**src/rtl/idelay_pkg.sv**
```systemverilog
// idelay_pkg: constants and FSM encoding shared by the IDELAYE2 calibration and scan blocks.
package idelay_pkg;

    // IDELAYE2 tap field width and tap count
    localparam int TAP_W    = 5;
    localparam int MAX_TAPS = 32;

    // Scan FSM encoding
    typedef logic [2:0] scan_state_t;

    localparam logic [2:0] ST_IDLE   = 3'd0;
    localparam logic [2:0] ST_LOAD   = 3'd1;
    localparam logic [2:0] ST_SETTLE = 3'd2;
    localparam logic [2:0] ST_SAMPLE = 3'd3;
    localparam logic [2:0] ST_REPORT = 3'd4;
    localparam logic [2:0] ST_DONE   = 3'd5;

    // True in the states where a scan owns the delay line and must abort if calibration is lost
    function automatic logic is_scan_state(input logic [2:0] st);
        return (st == ST_LOAD) || (st == ST_SETTLE) || (st == ST_SAMPLE) || (st == ST_REPORT);
    endfunction

endpackage

```
**src/rtl/idelay_phase_sampler.sv**
```systemverilog
// idelay_phase_sampler: registers the delayed data, compares it against a free-running
// phase reference and accumulates how often the two disagree over one sample window.
module idelay_phase_sampler
    import idelay_pkg::*;
#(
    parameter int SAMPLE_LOG2 = 8
) (
    input  logic                   clk,
    input  logic                   rst,
    input  logic                   din,
    input  logic                   smp_en,
    input  logic [SAMPLE_LOG2:0]   cls_cnt,
    output logic                   smp_last,
    output logic [SAMPLE_LOG2:0]   smp_cnt_nxt,
    output logic                   cls_hi
);

    localparam int CNT_W = SAMPLE_LOG2 + 1;
    localparam logic [CNT_W-1:0] HALF = CNT_W'(2 ** (SAMPLE_LOG2 - 1));

    logic                   din_q;
    logic                   p;
    logic                   s;
    logic [SAMPLE_LOG2-1:0] smp_idx;
    logic [CNT_W-1:0]       smp_acc;

    // A window count at or above half the window means the data leads the reference phase
    function automatic logic phase_class(input logic [CNT_W-1:0] cnt);
        return (cnt >= HALF);
    endfunction

    assign s           = din_q ^ p;
    assign smp_cnt_nxt = smp_acc + CNT_W'(s);
    assign smp_last    = (smp_idx == '1);
    assign cls_hi      = phase_class(cls_cnt);

    // Capture the delayed data and run the toggling phase reference
    always_ff @(posedge clk or posedge rst) begin
        if (rst) begin
            din_q <= 1'b0;
            p     <= 1'b0;
        end else begin
            din_q <= din;
            p     <= ~p;
        end
    end

    // Accumulate sample bits over the window; hold cleared whenever not sampling
    always_ff @(posedge clk or posedge rst) begin
        if (rst) begin
            smp_idx <= '0;
            smp_acc <= '0;
        end else if (!smp_en) begin
            smp_idx <= '0;
            smp_acc <= '0;
        end else begin
            smp_idx <= smp_idx + SAMPLE_LOG2'(1);
            smp_acc <= smp_cnt_nxt;
        end
    end

endmodule

```
**src/rtl/idelay_tap_scanner.sv**
```systemverilog
// idelay_tap_scanner: steps an IDELAYE2 (VAR_LOAD) through every tap, checks the tap
// readback, reports a per-tap phase count and records the first tap where the phase flips.
module idelay_tap_scanner
    import idelay_pkg::*;
#(
    parameter int NUM_TAPS      = 32,
    parameter int SETTLE_CYCLES = 16,
    parameter int SAMPLE_LOG2   = 8
) (
    input  logic                   clk,
    input  logic                   rst,
    input  logic                   cal_rdy,
    input  logic                   start,
    output logic                   dly_ld,
    output logic [TAP_W-1:0]       dly_cntvaluein,
    input  logic [TAP_W-1:0]       dly_cntvalueout,
    input  logic                   din,
    output logic                   busy,
    output logic                   done,
    output logic                   err,
    output logic                   res_valid,
    output logic [TAP_W-1:0]       res_tap,
    output logic [SAMPLE_LOG2:0]   res_count,
    output logic                   edge_found,
    output logic [TAP_W-1:0]       edge_tap
);

    localparam int CNT_W = SAMPLE_LOG2 + 1;
    localparam int SET_W = (SETTLE_CYCLES > 1) ? $clog2(SETTLE_CYCLES) : 1;
    localparam logic [TAP_W-1:0] LAST_TAP    = TAP_W'(NUM_TAPS - 1);
    localparam logic [SET_W-1:0] LAST_SETTLE = SET_W'(SETTLE_CYCLES - 1);

    scan_state_t       state;
    logic [TAP_W-1:0]  tap;
    logic [SET_W-1:0]  settle_cnt;
    logic              cls0;
    logic              smp_en;
    logic              smp_last;
    logic              smp_done;
    logic              cls_hi;
    logic              scan_abort;
    logic [CNT_W-1:0]  smp_cnt_nxt;

    assign smp_en         = (state == ST_SAMPLE);
    assign smp_done       = smp_en && smp_last && cal_rdy;
    assign scan_abort     = is_scan_state(state) && !cal_rdy;
    assign dly_ld         = (state == ST_LOAD);
    assign dly_cntvaluein = tap;

    idelay_phase_sampler #(
        .SAMPLE_LOG2 (SAMPLE_LOG2)
    ) u_sampler (
        .clk         (clk),
        .rst         (rst),
        .din         (din),
        .smp_en      (smp_en),
        .cls_cnt     (res_count),
        .smp_last    (smp_last),
        .smp_cnt_nxt (smp_cnt_nxt),
        .cls_hi      (cls_hi)
    );

    // Scan sequencing, readback check and edge search; loss of calibration aborts at once
    always_ff @(posedge clk or posedge rst) begin
        if (rst) begin
            state      <= ST_IDLE;
            tap        <= '0;
            settle_cnt <= '0;
            busy       <= 1'b0;
            done       <= 1'b0;
            err        <= 1'b0;
            edge_found <= 1'b0;
            edge_tap   <= '0;
            cls0       <= 1'b0;
        end else if (scan_abort) begin
            state <= ST_IDLE;
            busy  <= 1'b0;
        end else begin
            case (state)
                ST_IDLE: begin
                    if (start && cal_rdy) begin
                        tap        <= '0;
                        err        <= 1'b0;
                        edge_found <= 1'b0;
                        edge_tap   <= '0;
                        done       <= 1'b0;
                        busy       <= 1'b1;
                        state      <= ST_LOAD;
                    end
                end
                ST_LOAD: begin
                    settle_cnt <= '0;
                    state      <= ST_SETTLE;
                end
                ST_SETTLE: begin
                    if (settle_cnt == LAST_SETTLE) begin
                        state <= ST_SAMPLE;
                    end else begin
                        settle_cnt <= settle_cnt + SET_W'(1);
                    end
                end
                ST_SAMPLE: begin
                    if (smp_last) begin
                        state <= ST_REPORT;
                    end
                end
                ST_REPORT: begin
                    if (dly_cntvalueout != tap) begin
                        err <= 1'b1;
                    end
                    // Tap 0 defines the reference class; only the first differing tap is kept
                    if (tap == '0) begin
                        cls0 <= cls_hi;
                    end else if (!edge_found && (cls_hi != cls0)) begin
                        edge_found <= 1'b1;
                        edge_tap   <= tap;
                    end
                    if (tap == LAST_TAP) begin
                        busy  <= 1'b0;
                        done  <= 1'b1;
                        state <= ST_DONE;
                    end else begin
                        tap   <= tap + TAP_W'(1);
                        state <= ST_LOAD;
                    end
                end
                ST_DONE: begin
                    state <= ST_IDLE;
                end
                default: begin
                    state <= ST_IDLE;
                end
            endcase
        end
    end

    // Per-tap result: valid for exactly the REPORT cycle, values held afterwards
    always_ff @(posedge clk or posedge rst) begin
        if (rst) begin
            res_valid <= 1'b0;
            res_tap   <= '0;
            res_count <= '0;
        end else begin
            res_valid <= smp_done;
            if (smp_done) begin
                res_tap   <= tap;
                res_count <= smp_cnt_nxt;
            end
        end
    end

endmodule

```
**config.mk**
```make
export PLATFORM = sky130hd
export DESIGN_NAME = idelay_tap_scanner
export DESIGN_NICKNAME = d
export VERILOG_FILES = /design/src/rtl/idelay_pkg.sv /design/src/rtl/idelay_phase_sampler.sv /design/src/rtl/idelay_tap_scanner.sv
export SDC_FILE = /design/constraint.sdc
export NUM_CORES = 1
export LEC_CHECK = 0
export ABC_AREA = 1
export BUFFER_PORTS_ARGS = -buffer_cell sky130_fd_sc_hd__buf_2
export CORE_MARGIN = 2
export CORE_UTILIZATION = 50
export CTS_BUF_LIST = sky130_fd_sc_hd__clkbuf_4
export DETAILED_ROUTE_END_ITERATION = 8
export PLACE_DENSITY_LB_ADDON = 0.25
export SLEW_MARGIN = 20
export SYNTH_ARGS = -nofsm -noshare
export SYNTH_HDL_FRONTEND = slang
export SYNTH_SLANG_ARGS = --single-unit
```
**constraint.sdc**
```tcl
create_clock -name clk -period 3.3 [get_ports clk]
set_input_delay 0.495 -clock clk [delete_from_list [all_inputs] [get_ports clk]]
set_output_delay 0.495 -clock clk [all_outputs]
set_load 0.05 [all_outputs]
```
Word-level counts from Yosys, hierarchy flattened. Cells that the tools add are included.

Reduce and logical (&&, ||, !) cells: 23. $mul: 0. Equal/unequal tests: 20. Bitwise gates (word level): 3. Muxes and demuxes: 28. Shifts and indexed selects: 0. $lt $le $gt $ge: 1. Div/mod/pow operators: 0. Add/subtract/negate cells: 4.

Operators with widths (count): $mux W5 (4); $pmux W5 S2 (2); $mux W3 (5); $pmux W3 S5 (1); $reduce_and A3 Y1 (4); $reduce_and A4 Y1 (3); $add A9 B1 Y9 (1); $ge A9 B8 Y1 const B (1); $mux W9 (1); $add A8 B1 Y8 const B (1); $eq A8 B8 Y1 const B (1); $mux W1 (8); $mux W8 (1); $ne A2 B2 Y1 const B (4); $pmux W1 S2 (4); $pmux W4 S2 (1); $eq A3 B2 Y1 const B (2); $ne A2 B1 Y1 const B (3); $ne A3 B2 Y1 const B (2); $add A5 B1 Y5 const B (1); $eq A5 B5 Y1 const B (1); $logic_and A1 B1 Y1 (5); $logic_not A5 Y1 (1); $ne A5 B5 Y1 (1); 16 further kinds (21).

Bits in registers: 56. Bits in latches: 0. Memories kept: 0. Bits in writable memories: 0. Output and inout bits: 30. Memory bits (read-only): 0. Bits of input ports: 10. Word-level logic and storage cells: 95.

Logic depth before layout (Yosys ltp). Gate-level depths: netlist (run 1).

Depth after elaboration: 7. Mapped depth: 10. Depth with buffers taken out: 10.

Modules after synthesis. A second synthesis (run 1) with hierarchy kept.

Cell total of the unflattened synthesis: 356. Area total of the unflattened synthesis: 2847.7 um^2.

Modules (own cells, without submodules): idelay_tap_scanner (instances 1, cells each 242, sequential area each 925.9 um^2, area each 1906.8 um^2); idelay_phase_sampler (instances 1, cells each 114, sequential area each 475.5 um^2, area each 940.9 um^2).

Worst setup path after synthesis (run 1). OpenSTA, ideal clock, no wires.

Path type: reg2reg. Start: register tap[0], in the netlist dly_cntvaluein[0]. End: register edge_tap[0]. Period minus slack after synthesis: 1.844 ns. Slack: 1.456 ns. Library setup time: 0.119 ns. Data arrival time: 1.724 ns. Path buffers: 0. Cell stages (with the launch flop): 11. Data required time: 3.181 ns. Path through: dfrtp_1 > inv_1 > ha_1 > inv_1 > nor2_1 > a21oi_1 > nand2_1 > nand2_1 > nand2_1 > nand2_1 > nand2_1.

Word-level cells in the longest chain between the ends: 3. Elaborated cells on any way between the ends: 6.

RTL lines: start: declaration (RTL line idelay_tap_scanner.sv:34) `logic [TAP_W-1:0] tap;`; start signal: assignment (RTL line idelay_tap_scanner.sv:123) `tap <= tap + TAP_W'(1);`; $logic_not A5 Y1 or $mux W5 (tied branches) (RTL line idelay_tap_scanner.sv:112, idelay_tap_scanner.sv:114); $ne A2 B2 Y1 (no line) or $mux W5 (tied branches); $reduce_and A5 Y1 (no line) or $pmux W5 S2 (tied branches); end signal: assignment (RTL line idelay_tap_scanner.sv:116) `edge_tap <= tap;`; end: declaration (RTL line idelay_tap_scanner.sv:25) `output logic [TAP_W-1:0] edge_tap`.

Parallel ways exist; a longest one is shown, timed or not. The select of a mux whose other input is x is not followed. A chain may end at the register's enable or synchronous reset.

Worst setup path after layout (run 1).
Start: register state[2]. End: output port dly_ld.

Word-level cells in the longest chain between the ends: 1.

RTL lines: start: declaration (RTL line idelay_tap_scanner.sv:33) `scan_state_t state;`; start signal: assignment (RTL line idelay_tap_scanner.sv:66) `state <= ST_IDLE;`; start signal: assignment (RTL line idelay_tap_scanner.sv:76) `state <= ST_IDLE;`; start signal: assignment (RTL line idelay_tap_scanner.sv:88) `state <= ST_LOAD;`; $eq A3 B1 Y1 (RTL line idelay_tap_scanner.sv:47) `assign dly_ld = (state == ST_LOAD);`; end: declaration (RTL line idelay_tap_scanner.sv:14) `output logic dly_ld,`.

Every way passes these cells.

==> flow_summary.ini, run 1 <==
[worst_setup_path]
critical_path_required_ns = 2.80
cp_max_fo = 5
crit_path_start_kind = flip-flop
arrival_ns = 1.40
crit_path_end_kind = primary output
worstSetupPathType = flip-flop to primary output

[cells_and_area]
synthToLayoutAreaGrowth_pct = 11.5
diodes = 0
final_layout_size_suffix_gt1_share_pct = 15.9
nFillCells = 497
num-nets-final = 400

[die]
num_rows = 27
die_w_um = 78.5
pin_count = 40
start_util_pct = 51.0
coreArea_um2 = 5440
die_y_um = 78.5
dieArea_um2 = 6150

[timing]
tns_ns = 0
rsz0062_at_grt = no
finalMaxSlewViolations = 0
hold_viol_final = 0
slew_headroom_pct = 45.4
fmax_ghz = 0.527
fin_skew_ns = 0.0122
setup_viol = 0
timing.final.crit_share_pct = 57.5
tightest_slew_ns = 0.816
finalCriticalPeriod_ns = 1.90

[global_route]
antenna_found_initial = 0
grt-ovfl-total = 0
grt_pass1_vias = 2030
grt_max_degree = 36
grtUsageTotal_pct = 18.0
grt_pass1_wl_um = 8860

[drt]
via_per_inst = 4.97
drt_pass1_iterations = 4
wl_um = 5120
drtIter0Drc = 151
vias = 2268
drc = 0
wl_per_cell_um = 11.2
postRouteAntennaNets = 0

[synthesis]
avgSynthCellArea_um2 = 8.13
syn-num-nets = 358
muxShareOfSynthArea_pct = 0
synth_top_area_share_pct = 50.6
ys_warn_count = 0
synth_compound_area_share_pct = 6.55
ys_ff_latch = 56
netlist_top_cells_area = dfrtp_1 (51%), nand2_1 (11%), inv_1 (7.2%)
synth-adder-area-share_pct = 3.16
yosysUniqueCellTypes = 29
synth_xor_area_share_pct = 3.16
synth_area_leader_cell = dfrtp_1
yosysSeqAreaShare_pct = 50.6
yosys.area_share.simple_pct = 27.9
synth_top_family_by_area = simple AND/OR/NAND/NOR gates
syn-instance-count = 341
synth_area_um2 = 2770

[clocking]
htreeDepth = 2
cts_buffers = 5
path_clk_slew_ns = 0.16
cts_root_buf = clkbuf_4
cts_num_sinks = 56
cts_tree = done
cts_setup_buffers = 0
hold_buffers = 0
cts_buffer_depth = 2
post_cts_resized = 0
clkLatencyLatePin_ns = 0.37

[placed_design]
hpwl_um = 3820
gp_congestion = 0.837
io_buffer_count = 39

[outcome]
status = completed

[pwr]
p_per_area_nw_per_um2 = 511
peakVddDrop_v = 0.000273
power.leakage_nw = 1.65
finalPower_mw = 1.58

[hold_path]
min_path_type = primary input to async pin

[job]
drv_cap = 0
[flip-flops by register name (all words and copies together), names as in the netlist, 3 cells and up]
name	flops
u_sampler.smp_idx	8
dly_cntvaluein	5
u_sampler.smp_acc	9
state	3
settle_cnt	4
res_tap	5
res_count	9
edge_tap	5
[path summary, 6_finish.rpt]
path | start | to | slack (ns) | cells past startpoint
max reg2reg | u_sampler.smp_idx[0]$_DFF_PP0_ | res_count[2]$_DFFE_PP0P_ | 1.44 | 6
min | rst | res_valid$_DFF_PP0_ | 0.1 | 2
min in group clk | din | u_sampler.din_q$_DFF_PP0_ | 0.21 | 1
min reg2reg | u_sampler.p$_DFF_PP0_ | u_sampler.p$_DFF_PP0_ | 0.45 | 1
max | state[2]$_DFFE_PP0P_ | dly_ld | 1.40 | 4
max in group asynchronous | rst | state[2]$_DFFE_PP0P_ | 2.40 | 3
[cells in the final DEF (no fill, tap or decap), types with 6 or more instances in the layout]
master | synthesis | layout
nand2_1 | 81 | 81
dfrtp_1 | 56 | 56
inv_1 | 53 | 52
nor2_1 | 39 | 39
buf_2 | 2 | 39
nand3_1 | 30 | 30
o21ai_0 | 26 | 26
xor2_1 | 8 | 8
nor3_1 | 7 | 7
ha_1 | 7 | 7
clkbuf_4 | 0 | 6
[metal layers]
metal | share of wire [%] | vias to the layer above | GRT usage [%]
li1 | - | 1159 | -
met1 | 48 | 1065 | 24.2
met2 | 47 | 37 | 29.3
met3 | 3.6 | 7 | 4.02
met4 | 1.3 | 0 | 5.26
met5 | 0 | - | 0
[logic make-up (layout without fill, tap and decap cells)]
| group | Yosys count | after routing |
|---|---|---|
| DFF | 56 | 56 |
| buffers and inverters | 59 | 102 |
| AOI/OAI and AO/OA | 35 | 35 |
| xor gates and xnor gates | 10 | 10 |
| adders and majority gates | 7 | 7 |
| and+or+nand+nor | 174 | 174 |
[cell usage after synthesis (all sizes together)]
master / n
a21oi: 5
a31oi: 1
buf: 5
dfrtp: 56
ha: 7
inv: 54
nand2: 85
nand3: 32
nand4: 3
nor2: 41
nor3: 8
nor3b: 2
nor4: 1
o211ai: 1
o21ai: 27
o31ai: 1
or2: 2
xnor2: 2
xor2: 8
[critical path, stage by stage (launching register included)]
cell and delay (ns):
dfrtp_1 0.45, inv_2 0.11, nand3_1 0.12, inv_1 0.09, buf_2 0.26
[area by class of cell]
class	instances	area, µm²	share of cell area (%)
Sequential cell	56	1400	45.4
Multi-Input combinational cell	226	1130	36.6
Timing Repair Buffer	40	203	6.56
Inverter	54	203	6.56
Tap cell	72	90.1	2.92
Clock buffer	6	45.0	1.46
Clock inverter	2	16.3	0.527
[power by group]
group	internal, mW	leakage, nW	switching (mW)	total [mW]
logic	0.122	0.886	0.353	0.475
clock network	0.0936	0.0319	0.210	0.304
registers	0.745	0.735	0.0535	0.798
[per-stage QoR]
step	worst slack (ns)	std cells	hold slack [ns]	cell area, µm²	utilization (%)
after global routing	1.16	456	0.104	3090	56.8
after detailed placement	1.42	448	0.430	3030	55.7
after global placement	1.51	448	0.425	3030	55.7
after CTS	1.38	456	0.106	3090	56.8
after floorplan	1.43	341	0.413	2770	-
final	1.40	456	0.0971	3090	56.8
Power figures use the tool's default switching activity.
==> run 2: changes to the inputs <==
==> constraint.sdc (replaced) <==
create_clock -name clk -period 1.6 [get_ports clk]
set_input_delay 0.24 -clock clk [delete_from_list [all_inputs] [get_ports clk]]
set_output_delay 0.24 -clock clk [all_outputs]
set_load 0.05 [all_outputs]
==> run 2 against run 1 <==
Against the previous run:
- sequential share of layout area is 3.4 points lower
- global-route usage rose by 1.1 points
- via count is 1.9% higher
- clock-buffer cell count decreased by 1
- total power increased by 120%
- non-clock buffer count grew 15
- critical endpoint is now res_count[8]$_DFFE_PP0P_
- largest power group unchanged
- highest routed layer unchanged
==> flow_summary.ini, run 2 (same netlist as run 1, synthesis figures left out) <==
[outcome]
status = completed

[placed_design]
gp_congestion = 0.826
io_buffer_count = 39
dp.cells = 458
hpwl_um = 3920

[cells_and_area]
final_layout_size_suffix_gt1_share_pct = 24.8
synthToLayoutAreaGrowth_pct = 21.2
final_common_cell = nand2_1
reg.largest.list = res_count: 9 flops, u_sampler.smp_acc: 9 flops, u_sampler.smp_idx: 8 flops
stdcell_count = 471
num-nets-final = 415
nFillCells = 487
seq_area_um2 = 1410
diodes = 0
layout_common_cells = nand2_1 (79), inv_1 (50), dfrtp_1 (50), buf_2 (38), nor2_1 (33)
multi_input_area_um2 = 1240

[hold_path]
min_path_type = primary input to flip-flop
holdPathStages = 3

[clocking]
cts_num_sinks = 56
cts_buffer_depth = 2
cts_tree = done
htreeDepth = 2
cts_buffers = 5
path_clk_slew_ns = 0.17
cts_root_buf = clkbuf_4
clkLatencyLatePin_ns = 0.39

[timing]
hold_viol_final = 0
finalCriticalPeriod_ns = 1.57
slew_headroom_pct = 71.2
rsz0062_at_grt = yes
tightest_slew_ns = 0.431
timing.final.crit_share_pct = 98.3
fin_skew_ns = 0.0138
setup_viol = 0
tns_ns = 0
fmax_ghz = 0.636
finalMaxSlewViolations = 0

[pwr]
swShare_pct = 39.6
peakVddDrop_v = 0.000692
power.leakage_nw = 1.74
p_int_mw = 2.06
pwr-share-clk_pct = 19.8
p_seq_share_pct = 48.3
combPwrFrac_pct = 31.9
switching_power_mw = 1.35
p_per_area_nw_per_um2 = 1020

[drt]
via_per_inst = 4.91
wl_per_cell_um = 11.6
wl_um = 5450
postRouteAntennaNets = 0
vias = 2312
dr_wl_met2_um = 2570
drc = 0
drtIter0Drc = 156
wl_met1_um = 2630
dr_wl_met3_um = 183
top_layer_used = met4
drt_pass1_iterations = 4

[worst_setup_path]
path_buf_inv = 0
regToRegSetupSlack_ns = 0.03
worstSetupPathType = flip-flop to flip-flop
reg2reg_to = res_count[8]$_DFFE_PP0P_
cp_slowest_cell = dfrtp_1
crit_path_end_kind = flip-flop
cp_top_family = simple AND/OR/NAND/NOR gates
arrival_ns = 1.91
cp_max_fo = 3
path_common_cell = nand2_1
startpoint = u_sampler.p$_DFF_PP0_
cp-endpoint = res_count[8]$_DFFE_PP0P_
max_stage_delay_ns = 0.42
reg2reg_depth = 9
reg2reg_from = u_sampler.p$_DFF_PP0_
cp.depth = 9
crit_path_start_kind = flip-flop
critical_path_required_ns = 1.94
path_cells = xor2_1, ha_2, ha_4, nand3_4, nor3_4, nand3_2, nand2_1, nand2_1, nand2_1

[die]
dieArea_um2 = 6150
die_y_um = 78.5
num_rows = 27
pin_count = 40
coreArea_um2 = 5440
die_w_um = 78.5
start_util_pct = 51.0

[global_route]
grt-ovfl-total = 0
grt_pass1_vias = 2217
grt_max_degree = 28
grt_pass1_wl_um = 9480
antenna_found_initial = 0
grtUsageTotal_pct = 19.1

[job]
drv_cap = 0
[run 2: cell types whose count changed in the layout (fill, tap and decap cells not counted), moves of 3 or more]
cell	previous run	this run
nor2_4	1	4
buf_4	1	12
ha_1	7	3
dfrtp_2	0	6
dfrtp_1	56	50
nor2_1	39	33
nor2_2	1	4
[run 2: what timing repair did]
action | in CTS | in global routing
resized for setup | 3 | 23
hold buffers | 2 | 0
hold endpoints to repair | 18 | 0
pin swaps | 0 | 6
setup endpoints to repair | 4 | 26
cloned | 0 | 0
buffers inserted | 1 | 2
[run 2: routing by layer]
| layer | GRT usage, % | vias to the layer above |
|---|---|---|
| li1 | - | 1187 |
| met1 | 25.0 | 1089 |
| met2 | 32.5 | 31 |
| met3 | 3.33 | 5 |
| met4 | 5.96 | 0 |
| met5 | 0 | - |
[run 2: per-stage QoR]
stage / power [mW] / worst slack, ns / area, µm² / hold WS [ns] / util (%)
2_1_floorplan: 2.43 / 0.0113 / 2800 / 0.271 / -
3_3_place_gp: 2.69 / 0.00522 / 3150 / 0.275 / 57.9
3_5_place_dp: 2.71 / -0.0650 / 3150 / 0.276 / 57.9
4_1_cts: 3.40 / -0.0236 / 3260 / 0.117 / 59.9
5_1_grt: 3.63 / -0.112 / 3360 / 0.140 / 61.7
6_report: 3.41 / 0.0277 / 3360 / 0.134 / 61.7
[run 2: final cells by class]
cell class                      instances  area share, %
Clock inverter                          3          0.782
Inverter                               54           6.15
Clock buffer                            5           1.12
Tap cell                               72           2.68
Sequential cell                        56           42.0
Multi-Input combinational cell        226           36.8
Timing Repair Buffer                   55           10.5
[run 2: worst min path at each step]
stage                from                        end  slack, ns
finish              start           busy$_DFFE_PP0P_       0.13
global route        start           busy$_DFFE_PP0P_       0.14
floorplan             din  u_sampler.din_q$_DFF_PP0_       0.27
CTS                 start           busy$_DFFE_PP0P_       0.12
detailed placement    rst        res_valid$_DFF_PP0_       0.28
global placement      rst        res_valid$_DFF_PP0_       0.28
[run 2: power groups by stage]
stage | logic [mW] | registers (mW) | clock network, mW
3_3_place_gp | 1.02 | 1.67 | 0
3_5_place_dp | 1.04 | 1.67 | 0
5_1_grt | 1.22 | 1.66 | 0.749
2_1_floorplan | 0.597 | 1.83 | 0
4_1_cts | 1.06 | 1.64 | 0.701
6_report | 1.09 | 1.65 | 0.676
[run 2: tightest hold or removal path, cell delays in order]
cell and delay (ns):
buf_2 0.11, nand3_1 0.09, nand2_1 0.05
